File: src/rtl/pe_tilde_seq_if.sv
// Command, memory-address and PE-strobe bundle for the PE_Tilde lane sequencer.
// The slave modport is the sequencer; the master modport is the stage control / memory side.
interface pe_tilde_seq_if #(
  parameter int LOGN_MAX  = 6,
  parameter int TW_ADDR_W = 8
);
  logic                 cmd_valid;
  logic                 cmd_ready;
  logic [2:0]           cmd_logn;
  logic [TW_ADDR_W-1:0] cmd_tw_base;
  logic                 abort;
  logic                 rd_en;
  logic [LOGN_MAX-1:0]  rd_addr;
  logic [TW_ADDR_W-1:0] tw_addr;
  logic                 pe_start;
  logic                 wr_en;
  logic [LOGN_MAX-1:0]  wr_addr;
  logic                 busy;
  logic                 done;
  logic                 cmd_err;

  modport slave (
    input  cmd_valid, cmd_logn, cmd_tw_base, abort,
    output cmd_ready, rd_en, rd_addr, tw_addr, pe_start,
           wr_en, wr_addr, busy, done, cmd_err
  );

  modport master (
    output cmd_valid, cmd_logn, cmd_tw_base, abort,
    input  cmd_ready, rd_en, rd_addr, tw_addr, pe_start,
           wr_en, wr_addr, busy, done, cmd_err
  );
endinterface

File: src/rtl/pe_tilde_seq.sv
// Sequencer for one PE_Tilde butterfly lane: one NTT stage pass over 2^logn points,
// issuing reads/twiddle addresses, the PE start strobe and latency-matched write addresses.
module pe_tilde_seq #(
  parameter int LOGN_MAX  = 6,
  parameter int TW_ADDR_W = 8,
  parameter int RD_LAT    = 1,
  parameter int PIPE_LAT  = 14
) (
  input  logic clk,
  input  logic reset,
  pe_tilde_seq_if.slave bus
);
  localparam int CW = LOGN_MAX + 1;
  localparam int DL = RD_LAT + PIPE_LAT;

  typedef enum logic [1:0] {ST_IDLE, ST_FEED, ST_DRAIN, ST_DONE} state_t;

  state_t               state_q, state_d;
  logic [2:0]           logn_q;
  logic [TW_ADDR_W-1:0] tw_base_q;
  logic [CW-1:0]        rd_cnt, wr_cnt, last_idx;
  logic [DL-1:0]        dly;
  logic                 cmd_err_q;
  logic                 cmd_legal, accept, aborting;
  logic                 rd_en_w, wr_en_w;

  assign cmd_legal = (bus.cmd_logn != 3'd0) && (int'(bus.cmd_logn) <= LOGN_MAX);
  assign accept    = (state_q == ST_IDLE) && bus.cmd_valid;
  assign aborting  = bus.abort && (state_q != ST_IDLE);
  assign last_idx  = (CW'(1) << logn_q) - CW'(1);
  assign rd_en_w   = (state_q == ST_FEED);
  // One shared shift line: tap RD_LAT-1 feeds the PE, the final tap marks ntt_o valid.
  assign wr_en_w   = dly[DL-1];

  always_comb begin
    state_d = state_q;
    case (state_q)
      ST_IDLE:  if (accept && cmd_legal) state_d = ST_FEED;
      ST_FEED:  if (rd_cnt == last_idx) state_d = ST_DRAIN;
      // Leave on the last write itself so done lands the cycle after it.
      ST_DRAIN: if (wr_en_w && (wr_cnt == last_idx)) state_d = ST_DONE;
      ST_DONE:  state_d = ST_IDLE;
      default:  state_d = ST_IDLE;
    endcase
    if (aborting) state_d = ST_IDLE;
  end

  always_ff @(posedge clk) begin
    if (reset) begin
      state_q   <= ST_IDLE;
      logn_q    <= '0;
      tw_base_q <= '0;
      rd_cnt    <= '0;
      wr_cnt    <= '0;
      dly       <= '0;
      cmd_err_q <= 1'b0;
    end else begin
      state_q   <= state_d;
      cmd_err_q <= accept && !cmd_legal;
      if (accept) begin
        logn_q    <= bus.cmd_logn;
        tw_base_q <= bus.cmd_tw_base;
      end
      if (aborting) dly <= '0;
      else          dly <= {dly[DL-2:0], rd_en_w};
      rd_cnt <= (rd_en_w && !aborting) ? rd_cnt + CW'(1) : '0;
      if (aborting || (state_q == ST_IDLE) || (state_q == ST_DONE)) wr_cnt <= '0;
      else if (wr_en_w)                                             wr_cnt <= wr_cnt + CW'(1);
    end
  end

  assign bus.cmd_ready = (state_q == ST_IDLE);
  assign bus.busy      = (state_q != ST_IDLE);
  assign bus.done      = (state_q == ST_DONE);
  assign bus.cmd_err   = cmd_err_q;
  assign bus.rd_en     = rd_en_w;
  assign bus.rd_addr   = rd_en_w ? rd_cnt[LOGN_MAX-1:0] : '0;
  assign bus.tw_addr   = rd_en_w ? tw_base_q + TW_ADDR_W'(rd_cnt >> 1) : '0;
  assign bus.pe_start  = dly[RD_LAT-1];
  assign bus.wr_en     = wr_en_w;
  assign bus.wr_addr   = wr_cnt[LOGN_MAX-1:0];
endmodule

File: src/flat_wrapper.sv
// flat-port wrapper written by rule: the top's interface ports become plain ports
module pe_tilde_seq_flat 
#(
  parameter int LOGN_MAX  = 6,
  parameter int TW_ADDR_W = 8,
  parameter int RD_LAT    = 1,
  parameter int PIPE_LAT  = 14
)
  (clk, reset, bus_cmd_valid, bus_cmd_logn, bus_cmd_tw_base, bus_abort, bus_cmd_ready, bus_rd_en, bus_rd_addr, bus_tw_addr, bus_pe_start, bus_wr_en, bus_wr_addr, bus_busy, bus_done, bus_cmd_err);
  pe_tilde_seq_if #(.LOGN_MAX(LOGN_MAX), .TW_ADDR_W(TW_ADDR_W)) bus_i ();
  input  logic clk;
  input  logic reset;
  input wire logic [$bits(bus_i.cmd_valid)-1:0] bus_cmd_valid;
  input wire logic [$bits(bus_i.cmd_logn)-1:0] bus_cmd_logn;
  input wire logic [$bits(bus_i.cmd_tw_base)-1:0] bus_cmd_tw_base;
  input wire logic [$bits(bus_i.abort)-1:0] bus_abort;
  output wire logic [$bits(bus_i.cmd_ready)-1:0] bus_cmd_ready;
  output wire logic [$bits(bus_i.rd_en)-1:0] bus_rd_en;
  output wire logic [$bits(bus_i.rd_addr)-1:0] bus_rd_addr;
  output wire logic [$bits(bus_i.tw_addr)-1:0] bus_tw_addr;
  output wire logic [$bits(bus_i.pe_start)-1:0] bus_pe_start;
  output wire logic [$bits(bus_i.wr_en)-1:0] bus_wr_en;
  output wire logic [$bits(bus_i.wr_addr)-1:0] bus_wr_addr;
  output wire logic [$bits(bus_i.busy)-1:0] bus_busy;
  output wire logic [$bits(bus_i.done)-1:0] bus_done;
  output wire logic [$bits(bus_i.cmd_err)-1:0] bus_cmd_err;
  assign bus_i.cmd_valid = bus_cmd_valid;
  assign bus_i.cmd_logn = bus_cmd_logn;
  assign bus_i.cmd_tw_base = bus_cmd_tw_base;
  assign bus_i.abort = bus_abort;
  assign bus_cmd_ready = bus_i.cmd_ready;
  assign bus_rd_en = bus_i.rd_en;
  assign bus_rd_addr = bus_i.rd_addr;
  assign bus_tw_addr = bus_i.tw_addr;
  assign bus_pe_start = bus_i.pe_start;
  assign bus_wr_en = bus_i.wr_en;
  assign bus_wr_addr = bus_i.wr_addr;
  assign bus_busy = bus_i.busy;
  assign bus_done = bus_i.done;
  assign bus_cmd_err = bus_i.cmd_err;
  pe_tilde_seq #(.LOGN_MAX(LOGN_MAX), .TW_ADDR_W(TW_ADDR_W), .RD_LAT(RD_LAT), .PIPE_LAT(PIPE_LAT)) u_core (.clk(clk), .reset(reset), .bus(bus_i));
endmodule
File: config.mk
export PLATFORM = sky130hd
export DESIGN_NAME = pe_tilde_seq_flat
export DESIGN_NICKNAME = d
export VERILOG_FILES = /design/src/rtl/pe_tilde_seq_if.sv /design/src/rtl/pe_tilde_seq.sv /design/src/flat_wrapper.sv
export SDC_FILE = /design/constraint.sdc
export NUM_CORES = 1
export LEC_CHECK = 0
export ABC_CLOCK_PERIOD_IN_PS = 1750
export BUFFER_PORTS_ARGS = -buffer_cell sky130_fd_sc_hd__buf_2
export CORE_ASPECT_RATIO = 1.75
export CORE_MARGIN = 10
export CORE_UTILIZATION = 41
export DETAILED_ROUTE_END_ITERATION = 10
export GPL_ROUTABILITY_DRIVEN = 0
export PLACE_DENSITY = 0.71
export SLEW_MARGIN = 20
export SYNTH_ARGS = -nofsm -noshare
export SYNTH_HDL_FRONTEND = slang
export SYNTH_SLANG_ARGS = --single-unit
File: constraint.sdc
create_clock -name clk -period 1.75 [get_ports clk]
set_input_delay 0.0875 -clock clk [delete_from_list [all_inputs] [get_ports clk]]
set_output_delay 0.0875 -clock clk [all_outputs]
set_load 0.1 [all_outputs]
* Word level (Yosys, flattened, before mapping)
Index checks and enable logic that the tools add are counted.
W data, S select, Z words.
** Storage, ports and cells
- Input bits :: 15
- Register bits after elaboration :: 43
** Cells by class
- Multiplexer cells :: 6
- Equality and inequality tests :: 8
- $add $sub $neg :: 4
- Shift-type cells :: 1
- Reductions and logical operators :: 18
- Bitwise operators :: 1
- Order comparisons :: 1
** Operator list (count)
- $add A7 B1 Y7 const B :: 2
- $eq A7 B7 Y1 :: 2
- $add A8 B6 Y8 :: 1
- $mux W8 :: 1
- $pmux W2 S4 :: 1
- $logic_and A1 B1 Y1 :: 7
- $shl A1 B3 Y7 const A :: 1
- $sub A7 B2 Y7 const B :: 1
- $mux W2 :: 3
- $mux W6 :: 1
- $reduce_or A2 Y1 :: 3
- $eq A2 B2 Y1 const B :: 2
- $ne A2 B1 Y1 const B :: 2
- $le A3 B3 Y1 const B :: 1
- $reduce_and A3 Y1 :: 1
- $reduce_bool A3 Y1 :: 1
- $eq A2 B1 Y1 const B :: 1
- $logic_not A1 Y1 :: 2
- $logic_not A2 Y1 :: 1
- $logic_or A1 B1 Y1 :: 2
- $ne A2 B2 Y1 const B :: 1
- $reduce_bool A2 Y1 :: 1
- $not A1 Y1 :: 1

* Logic depth before layout (Yosys ltp)
Gate-level depths: netlist (run 1).
- Depth in word-level cells :: 6
- Gate-level depth with buffers :: 8
- Gate-level depth less buffers :: 8

* Worst setup path before layout (run 1)
No wires, ideal clock.
- Path kind :: register -> register
- From :: register u_core.state_q[0]
- To :: register u_core.dly[10]
- Clock period less this slack :: 2.984 ns
- Buffers on the path :: 1
- Stages on the path, launching flop included :: 7
- Setup time :: 0.059 ns
- Arrival time :: 2.925 ns
- Setup slack :: -1.234 ns
- Data required time :: 1.691 ns
- Path through :: dfxtp_1 inv_1 ha_1 inv_1 a21oi_1 clkbuf_1 and2_1
** Between the ends
- Cells in the longest elaborated chain, start to end :: 3
** Ends and longest elaborated chain
- start: declaration :: RTL line pe_tilde_seq.sv:18 : state_t state_q, state_d;
- start signal: assignment :: RTL line pe_tilde_seq.sv:58 : state_q <= state_d;
- $reduce_bool A2 Y1
- named net bus_busy :: RTL line flat_wrapper.sv:24 : output wire logic [$bits(bus_i.busy)-1:0] bus_busy;
- $logic_and A1 B1 Y1 :: RTL line pe_tilde_seq.sv:29 : assign aborting = bus.abort && (state_q != ST_IDLE);
- $reduce_or A2 Y1 (no line)
- end signal: assignment :: RTL line pe_tilde_seq.sv:65 : else dly <= {dly[DL-2:0], rd_en_w};
- end: declaration :: RTL line pe_tilde_seq.sv:22 : logic [DL-1:0] dly;
The timed path passes the listed nets, and every way through them passes these cells.
A chain may end at the register's enable or synchronous reset.

* Worst setup path after layout (run 1)
- From :: register u_core.rd_cnt[1]
- To :: output bus_tw_addr[6]
** Between the ends
- Cells in the longest elaborated chain, start to end :: 2
** Ends and longest elaborated chain
- start: declaration :: RTL line pe_tilde_seq.sv:21 : logic [CW-1:0] rd_cnt, wr_cnt, last_idx;
- start signal: assignment :: RTL line pe_tilde_seq.sv:66 : rd_cnt <= (rd_en_w && !aborting) ? rd_cnt + CW'(1) : '0;
- $add A8 B6 Y8 :: RTL line pe_tilde_seq.sv:78 : assign bus.tw_addr = rd_en_w ? tw_base_q + TW_ADDR_W'(rd_cnt >> 1) : '0;
- $mux W8 :: RTL line pe_tilde_seq.sv:78
- end: declaration :: RTL line flat_wrapper.sv:20 : output wire logic [$bits(bus_i.tw_addr)-1:0] bus_tw_addr;
Every way passes these cells.

==> results of run 1 <==
cells in the mapped netlist (3+ instances only):
library cell	n
a21oi_1	22
and2_1	29
o21ai_0	6
nor2_1	17
buf_4	8
nand3_1	6
xnor2_1	10
inv_1	11
nor2b_1	4
nor3_1	5
dfxtp_1	43
and3_1	3
clkbuf_1	7
ha_1	12
xor2_1	8
nand2_1	36
o21bai_1	3
sequential cells by signal, summed over array words and instances (netlist names):
signal,count
u_core.dly,15
u_core.tw_base_q,8
u_core.bus.cmd_err,1
u_core.wr_cnt,7
u_core.state_q,2
u_core.logn_q,3
u_core.rd_cnt,7
kinds of logic (layout without fill, tap and decap cells):
group           Yosys count  after routing  synth area share, %
fa+ha+maj                13             13                7.576
simple gates            111            111                24.90
mux                       2              2               0.8914
flops                    43             43                38.33
xor+xnor                 18             18                7.019
compound gates           48             48                14.15
buf+inv                  30             78                7.131
per-stage QoR:
step	area (um2)	instances	utilization (%)
after CTS	3018	386	56.95
final	3034	387	57.26
after global placement	2836	377	53.53
after floorplan	2316	265	-
after global routing	3034	387	57.26
after detailed placement	2836	377	53.53
what timing repair did:
| item | 4_1_cts | 5_1_grt |
|---|---|---|
| hold buffers | 0 | 0 |
| hold endpoints to repair | 0 | 0 |
| endpoints found under the setup margin | 9 | 8 |
| gates resized for setup | 8 | 3 |
| cloned | 0 | 0 |
| pin swaps | 2 | 1 |
| setup buffers | 1 | 1 |
layer usage:
layer / vias up / GRT usage [%] / part of all wire, %
met5: - / 0 / 0
met4: 0 / 5.000 / 1.4
met3: 5 / 4.281 / 5.7
met2: 43 / 23.72 / 55
met1: 903 / 11.89 / 38
li1: 969 / - / -
area by class of cell:
cell class | count | area share (%)
Timing Repair Buffer | 59 | 18.68
Multi-Input combinational cell | 192 | 43.55
Tap cell | 74 | 3.052
Sequential cell | 43 | 28.74
Clock inverter | 3 | 2.227
Clock buffer | 5 | 2.268
Inverter | 11 | 1.485
worst max-delay path: stages, from the launching register on:
cell	delay, ns
dfxtp_2	0.35
ha_4	0.17
fa_2	0.34
a21o_1	0.18
a21oi_2	0.16
o21bai_1	0.09
a21oi_1	0.16
xnor2_1	0.13
and2_4	0.17
buf_12	0.17
path summary, 6_finish.rpt:
path | from | endpoint | slack, ns | cells after the start
worst min register to register | u_core.dly[10] | u_core.dly[11] | 0.43 | 1
worst max register to register | u_core.logn_q[0] | u_core.state_q[1] | 0.11 | 6
worst max-delay path | u_core.rd_cnt[1] | bus_tw_addr[6] | -0.56 | 9
worst min-delay path | bus_cmd_tw_base[0] | u_core.tw_base_q[0] | 0.01 | 3
power groups by stage:
stage	Clock [mW]	Sequential [mW]	Combinational [mW]
after floorplan	0	1.18	1.02
after global placement	0	1.16	1.30
after detailed placement	0	1.17	1.32
after CTS	0.937	1.15	1.33
after global routing	0.976	1.16	1.43
final	0.916	1.15	1.32
==> flow_summary.json, run 1 <==
{
  "power.switching_mw": 1.342,
  "die_y_um": 117.9,
  "htree_levels": 2,
  "seq_power_share_pct": 34.0,
  "clock-sinks": 43,
  "drive_above_1_share_pct": 34.82,
  "viasPerCell": 4.961,
  "initial_core_util_pct": 42.38,
  "fillers": 474,
  "area_delta_synth_final_pct": 35.10,
  "antenna_found_initial": 0,
  "leakage_nw": 1.290,
  "clk_pin_slew_ns": 0.09,
  "setup_ws_ns": -0.5612,
  "fin_nets": 340,
  "worst_pin_slew_ns": 0.4949,
  "maxSlewHeadroom_pct": 67.23,
  "avgRoutedWirePerCell_um": 14.49,
  "path_max_fanout": 2,
  "die_area_um2": 8955,
  "clk_latency_ns": 0.30,
  "ys_ff_latch": 43,
  "grt.overflow.total": 0,
  "required_ns": 1.66,
  "hold_viol": 0,
  "grt_pass1_wl_um": 9335,
  "grt_usage_pct": 12.59,
  "setup_violations": 7,
  "seq_area_um2": 872.1,
  "dr.pass1.iters": 4,
  "yosysTopAreaCell": "dfxtp_1",
  "synth-warning-count": 0,
  "synthCells": 265,
  "ys_types": 43,
  "rows": 35,
  "remaining_drc_errors": 0,
  "ctsRootBufferMaster": "clkbuf_8",
  "tns_ns": -2.190,
  "synth.area.top_cells": "dfxtp_1 38%, and2_1 8.1%, ha_1 6.7%, nand2_1 6.0%, a21oi_1 4.9%",
  "timing.fmax_mhz": 432.7,
  "hold_path_class": "in2reg",
  "synth_nets": 293,
  "drtIter0Drc": 63,
  "arrival_ns": 2.22,
  "end_kind": "primary output",
  "max-clock-path-buffers": 2,
  "maxCapViolCount": 0,
  "core_area_um2": 5299,
  "io_pins": 42,
  "synth_area_um2": 2246,
  "combPwrFrac_pct": 39.0,
  "maxSlewViolCount": 0,
  "peakVddDrop_mv": 0.6851,
  "multi_input_area_um2": 1321,
  "grt_setup_unrepaired": "true",
  "period_share_pct": 132.1,
  "grt_pass1_vias": 1986,
  "diodes": 0,
  "cts_buffers": 5,
  "syn_area_per_cell_um2": 8.475,
  "grt_max_degree": 20,
  "startpoint_type": "flip-flop",
  "p_sw_share_pct": 39.57,
  "ant_nets": 0,
  "p_per_area_nw_per_um2": 1118,
  "synth_top_area_share_pct": 38.33,
  "crit_type": "reg2out",
  "skew_ns": 0.008749,
  "cts_tree": "done",
  "clkPwrFrac_pct": 27.0,
  "timing.hold.ws_ns": 0.01324,
  "total_power_mw": 3.391,
  "vias": 1920,
  "mostFrequentLayoutCells": "36 x nand2_1, 36 x dfxtp_1, 27 x buf_2",
  "synth-edff-count": 0,
  "chipWidth_um": 75.95,
  "yosysSeqAreaShare_pct": 38.33,
  "wl_um": 5606,
  "async_reset_ff_share_pct": 0,
  "dp_hpwl_um": 4239,
  "dp_slack_ns": -0.2461,
  "io_buffers": 41,
  "violations": "setup timing",
  "min_period_ns": 2.311,
  "synth_flop_cell": "dfxtp_1",
  "p_int_mw": 2.049,
  "status": "finished, violations left"
}
(Power assumes the default switching activity.)
==> run 2: changes to the inputs <==
--- a/config.mk
+++ b/config.mk
@@ -5,6 +5,7 @@
 export SDC_FILE = /design/constraint.sdc
 export NUM_CORES = 1
 export LEC_CHECK = 0
+export ABC_AREA = 1
 export ABC_CLOCK_PERIOD_IN_PS = 1750
 export BUFFER_PORTS_ARGS = -buffer_cell sky130_fd_sc_hd__buf_2
 export CORE_ASPECT_RATIO = 1.75
==> flow_summary.json, run 2 <==
{
  "drtIter0Drc": 116,
  "peakVddDrop_mv": 0.9769,
  "r2r_cells": 8,
  "clock-sinks": 43,
  "remaining_drc_errors": 0,
  "ys_types": 25,
  "status": "finished, violations left",
  "io_pins": 42,
  "async_reset_ff_share_pct": 0,
  "io_buffers": 41,
  "setup_ws_ns": -0.4313,
  "required_ns": 1.66,
  "leakage_nw": 1.263,
  "min_period_ns": 2.181,
  "yosysMostFrequentCell": "nand2_1",
  "timing.fmax_mhz": 458.4,
  "final_util_pct": 59.05,
  "top_regs": "u_core.dly: 15 flops, u_core.tw_base_q: 8 flops",
  "die_area_um2": 8877,
  "antenna_found_initial": 0,
  "synth_top_area_share_pct": 38.76,
  "worst_pin_slew_ns": 0.4944,
  "mostFrequentLayoutCells": "73 x nand2_1, 43 x inv_1, 39 x nor2_1",
  "viasPerCell": 4.977,
  "hold_viol": 0,
  "maxSlewHeadroom_pct": 67.26,
  "initial_core_util_pct": 42.26,
  "hold_depth": 3,
  "reg2reg_slack_ns": 0.18,
  "ys_ff_latch": 43,
  "clk_pin_slew_ns": 0.09,
  "synth_nets": 354,
  "crit_type": "reg2out",
  "ctsRootBufferMaster": "clkbuf_8",
  "avgRoutedWirePerCell_um": 13.41,
  "cts_buffers": 5,
  "yosysTopAreaCell": "dfxtp_1",
  "synth.area.top_cells": "dfxtp_1 39%, nand2_1 13%, inv_1 9.5%, nor2_1 7.1%, ha_1 6.8%",
  "vias": 2175,
  "place_area_um2": 2902,
  "grt_pass1_wl_um": 9577,
  "top_register": "u_core.dly",
  "synth_flop_cell": "dfxtp_1",
  "synthCells": 326,
  "grt_setup_unrepaired": "true",
  "tns_ns": -1.309,
  "final_common_cell": "nand2_1",
  "die_y_um": 117.4,
  "setup_violations": 5,
  "fin_nets": 409,
  "end_kind": "primary output",
  "max-clock-path-buffers": 2,
  "drive_above_1_share_pct": 31.41,
  "synth-warning-count": 0,
  "maxCapViolCount": 0,
  "synth-edff-count": 0,
  "core_area_um2": 5255,
  "path_max_fanout": 2,
  "grt.overflow.total": 0,
  "grt_usage_pct": 13.70,
  "postCtsHoldBufs": 0,
  "maxSlewViolCount": 0,
  "violations": "setup timing",
  "largest_reg_flops": 15,
  "startpoint_type": "flip-flop",
  "area_delta_synth_final_pct": 39.72,
  "grt_pass1_vias": 2165,
  "p_per_area_nw_per_um2": 1042,
  "clk_latency_ns": 0.31,
  "diodes": 0,
  "period_share_pct": 124.6,
  "grt_max_degree": 16,
  "rows": 35,
  "chipWidth_um": 75.64,
  "syn_area_per_cell_um2": 6.813,
  "fillers": 466,
  "yosysSeqAreaShare_pct": 38.76,
  "skew_ns": 0.005547,
  "dp_hpwl_um": 4615,
  "hold_path_class": "in2reg",
  "synth_area_um2": 2221,
  "synthTopCellsByCount": "77 x nand2_1, 56 x inv_1, 43 x dfxtp_1",
  "dr.pass1.iters": 4,
  "cts_tree": "done",
  "design_area_um2": 3103,
  "wl_um": 5859,
  "htree_levels": 2,
  "ant_nets": 0,
  "arrival_ns": 2.09
}
## run 2: layout make-up
type                    instances  area [um2]  area share [%]
multi-input cells             214        1261           40.65
flip-flops and latches         43       870.8           28.06
repair buffers                 59       558.0           17.98
inverters                      58       251.5           8.105
clock buffers                   5       68.82           2.218
well taps                      55       68.82           2.218
clock inverters                 3       23.77          0.7661
## run 2: per-layer routing
metal	global-route usage (%)	vias to the layer above	wire length, um	share of wire (%)
li1	-	1121	-	-
met4	8.411	0	235	4.0
met2	24.80	55	3228	55
met3	4.810	22	354	6.0
met1	11.86	977	2040	35
met5	0	-	0	0
## run 2: cell families after synthesis
group           count (synthesis)  share of synthesized area [%]
simple gates                  156                          29.30
compound gates                 42                          10.08
xor+xnor                        3                          1.183
flops                          43                          38.76
buf+inv                        69                          13.01
fa+ha+maj                      13                          7.662
## run 2: critical path: stages, from the launching register on
cell and delay, ns:
dfxtp_2 0.35, ha_4 0.16, fa_2 0.35, nand3_2 0.08, nand3_2 0.09, nand2_1 0.07, nand2_1 0.05, a21oi_2 0.14
xor2_1 0.25, nor2_4 0.07, buf_12 0.16
## run 2: path summary, 6_finish.rpt
path	startpoint	end
worst max register to register	u_core.state_q[1]	u_core.rd_cnt[2]
worst max-delay path	u_core.rd_cnt[1]	bus_tw_addr[6]
worst min-delay path	bus_cmd_tw_base[0]	u_core.tw_base_q[0]
worst min register to register	u_core.dly[13]	u_core.dly[14]
## run 2: report_power, final
part	switching [mW]	internal (mW)
sequential	0.0780	1.06
clock	0.388	0.286
combinational	1.02	0.407
total	1.49	1.75
## run 2: per-stage QoR
| step | power, mW | setup WS [ns] | hold slack, ns | std cells |
|---|---|---|---|---|
| 3_3_place_gp | 2.525 | -0.07999 | 0.3467 | 426 |
| 4_1_cts | 3.239 | -0.4376 | 0.01401 | 435 |
| 3_5_place_dp | 2.544 | -0.1492 | 0.3484 | 426 |
| 6_report | 3.234 | -0.4313 | 0.01723 | 437 |
| 2_1_floorplan | 2.249 | -0.3423 | 0.1660 | 326 |
| 5_1_grt | 3.401 | -0.5151 | 0.02272 | 437 |
## run 2: what timing repair did
action                                  4_1_cts  5_1_grt
pin swaps                                     3        3
setup buffers                                 1        2
resized for setup                            17       10
endpoints found under the setup margin        7        9
==> run 3: changes to the inputs <==
--- a/config.mk
+++ b/config.mk
@@ -6,8 +6,9 @@
 export NUM_CORES = 1
 export LEC_CHECK = 0
 export ABC_AREA = 1
-export ABC_CLOCK_PERIOD_IN_PS = 1750
+export ABC_CLOCK_PERIOD_IN_PS = 1870
 export BUFFER_PORTS_ARGS = -buffer_cell sky130_fd_sc_hd__buf_2
+export CAP_MARGIN = 20
 export CORE_ASPECT_RATIO = 1.75
 export CORE_MARGIN = 10
 export CORE_UTILIZATION = 41
==> constraint.sdc (replaced) <==
create_clock -name clk -period 1.87 [get_ports clk]
set_input_delay 0.0935 -clock clk [delete_from_list [all_inputs] [get_ports clk]]
set_output_delay 0.0935 -clock clk [all_outputs]
set_load 0.1 [all_outputs]
==> flow_summary.json, run 3 (synthesis gave the netlist of run 2 again) <==
{
  "status": "finished, violations left",
  "violations": "setup timing",
  "grt_max_degree": 16,
  "dp_slack_ns": -0.003784,
  "die_area_um2": 8877,
  "p_per_area_nw_per_um2": 999.6,
  "timing.fmax_mhz": 475.5,
  "io_buffers": 41,
  "leakage_nw": 1.223,
  "avgRoutedWirePerCell_um": 13.16,
  "cts_buffers": 5,
  "peakVddDrop_mv": 0.6609,
  "hold_path_class": "in2reg",
  "dp_hpwl_um": 4487,
  "end_kind": "primary output",
  "die_y_um": 117.4,
  "period_share_pct": 112.5,
  "path_max_fanout": 2,
  "grt_usage_pct": 13.26,
  "clk_latency_ns": 0.30,
  "drtIter0Drc": 87,
  "grt_pass1_wl_um": 9439,
  "grt.overflow.total": 0,
  "max-clock-path-buffers": 2,
  "required_ns": 1.78,
  "setup_violations": 3,
  "maxSlewHeadroom_pct": 67.32,
  "wl_um": 5697,
  "final_common_cell": "nand2_1",
  "diodes": 0,
  "grt_setup_unrepaired": "true",
  "hold_viol": 0,
  "setup_ws_ns": -0.2329,
  "rows": 35,
  "startpoint_type": "flip-flop",
  "vias": 2158,
  "htree_levels": 2,
  "chipWidth_um": 75.64,
  "area_delta_synth_final_pct": 35.49,
  "maxCapViolCount": 0,
  "min_period_ns": 2.103,
  "ctsRootBufferMaster": "clkbuf_8",
  "top_regs": "u_core.dly: 15 flops, u_core.tw_base_q: 8 flops",
  "largest_reg_flops": 15,
  "io_pins": 42,
  "fin_nets": 405,
  "ant_nets": 0,
  "cts_tree": "done",
  "clock-sinks": 43,
  "place_inst": 421,
  "maxSlewViolCount": 0,
  "grt_pass1_vias": 2162,
  "clk_pin_slew_ns": 0.09,
  "final_util_pct": 57.26,
  "core_area_um2": 5255,
  "dr.pass1.iters": 4,
  "worst_pin_slew_ns": 0.4937,
  "drive_above_1_share_pct": 31.75,
  "top_register": "u_core.dly",
  "viasPerCell": 4.984,
  "fin_cells": 433,
  "postCtsHoldBufs": 0,
  "skew_ns": 0.005374,
  "antenna_found_initial": 0,
  "timing.hold.ws_ns": 0.01989,
  "mostFrequentLayoutCells": "73 x nand2_1, 43 x inv_1, 39 x nor2_1",
  "arrival_ns": 2.01,
  "total_power_mw": 3.008,
  "crit_type": "reg2out",
  "fillers": 500,
  "initial_core_util_pct": 42.26,
  "remaining_drc_errors": 0
}
-- run 3: cell count changes in the layout (fill, tap and decap cells not counted), sizes merged --
cell,change
buf,-5
clkbuf,+1
-- run 3: cell type report --
cell class,instances,area (um2),area share [%]
inverter,58,251.5,8.358
multi-input combinational,214,1290,42.87
clock inverter,3,23.77,0.7900
tap,55,68.82,2.287
timing repair buffer,55,427.9,14.22
clock buffer,5,68.82,2.287
sequential,43,878.3,29.19
-- run 3: worst max-delay path, cell delays in order, from the launching register on --
cell and delay (ns):
dfxtp_2 0.34, ha_4 0.16, fa_2 0.35, nand3_2 0.07
nand3_2 0.08, nand2_2 0.08, nand2_2 0.06, a21oi_4 0.15
xor2_2 0.20, nor2_4 0.05, buf_12 0.16
-- run 3: power by group --
group	total [mW]	switching, mW	internal [mW]
clock	0.622	0.355	0.267
sequential	1.07	0.0778	0.988
combinational	1.32	0.952	0.369
total	3.01	1.38	1.62
-- run 3: worst paths after layout --
kind                                           from             endpoint  slack (ns)  cells after the start
worst max-delay path            u_core.tw_base_q[0]       bus_tw_addr[6]       -0.23                     10
worst min-delay path             bus_cmd_tw_base[1]  u_core.tw_base_q[1]        0.02                      3
worst max register to register     u_core.logn_q[2]    u_core.state_q[1]        0.27                     12
worst min register to register        u_core.dly[9]       u_core.dly[10]        0.41                      2
-- run 3: what timing repair did --
item,in CTS,in global routing
gates resized for setup,19,17
setup buffers,2,3
pin swaps,4,6
setup endpoints to repair,5,7
-- run 3: routing by layer --
metal / GRT usage [%] / up-vias / wire (um)
met5: 0 / - / 0
met4: 8.061 / 0 / 211
met3: 3.966 / 17 / 296
met2: 23.74 / 46 / 3129
met1: 12.18 / 984 / 2060
li1: - / 1111 / -
-- run 3: through the flow --
step	area, um2	TNS (ns)
2_1_floorplan	2389	-3.232
3_3_place_gp	2761	0
3_5_place_dp	2761	-0.003784
4_1_cts	2938	-0.6047
5_1_grt	3009	-0.8882
6_report	3009	-0.4632
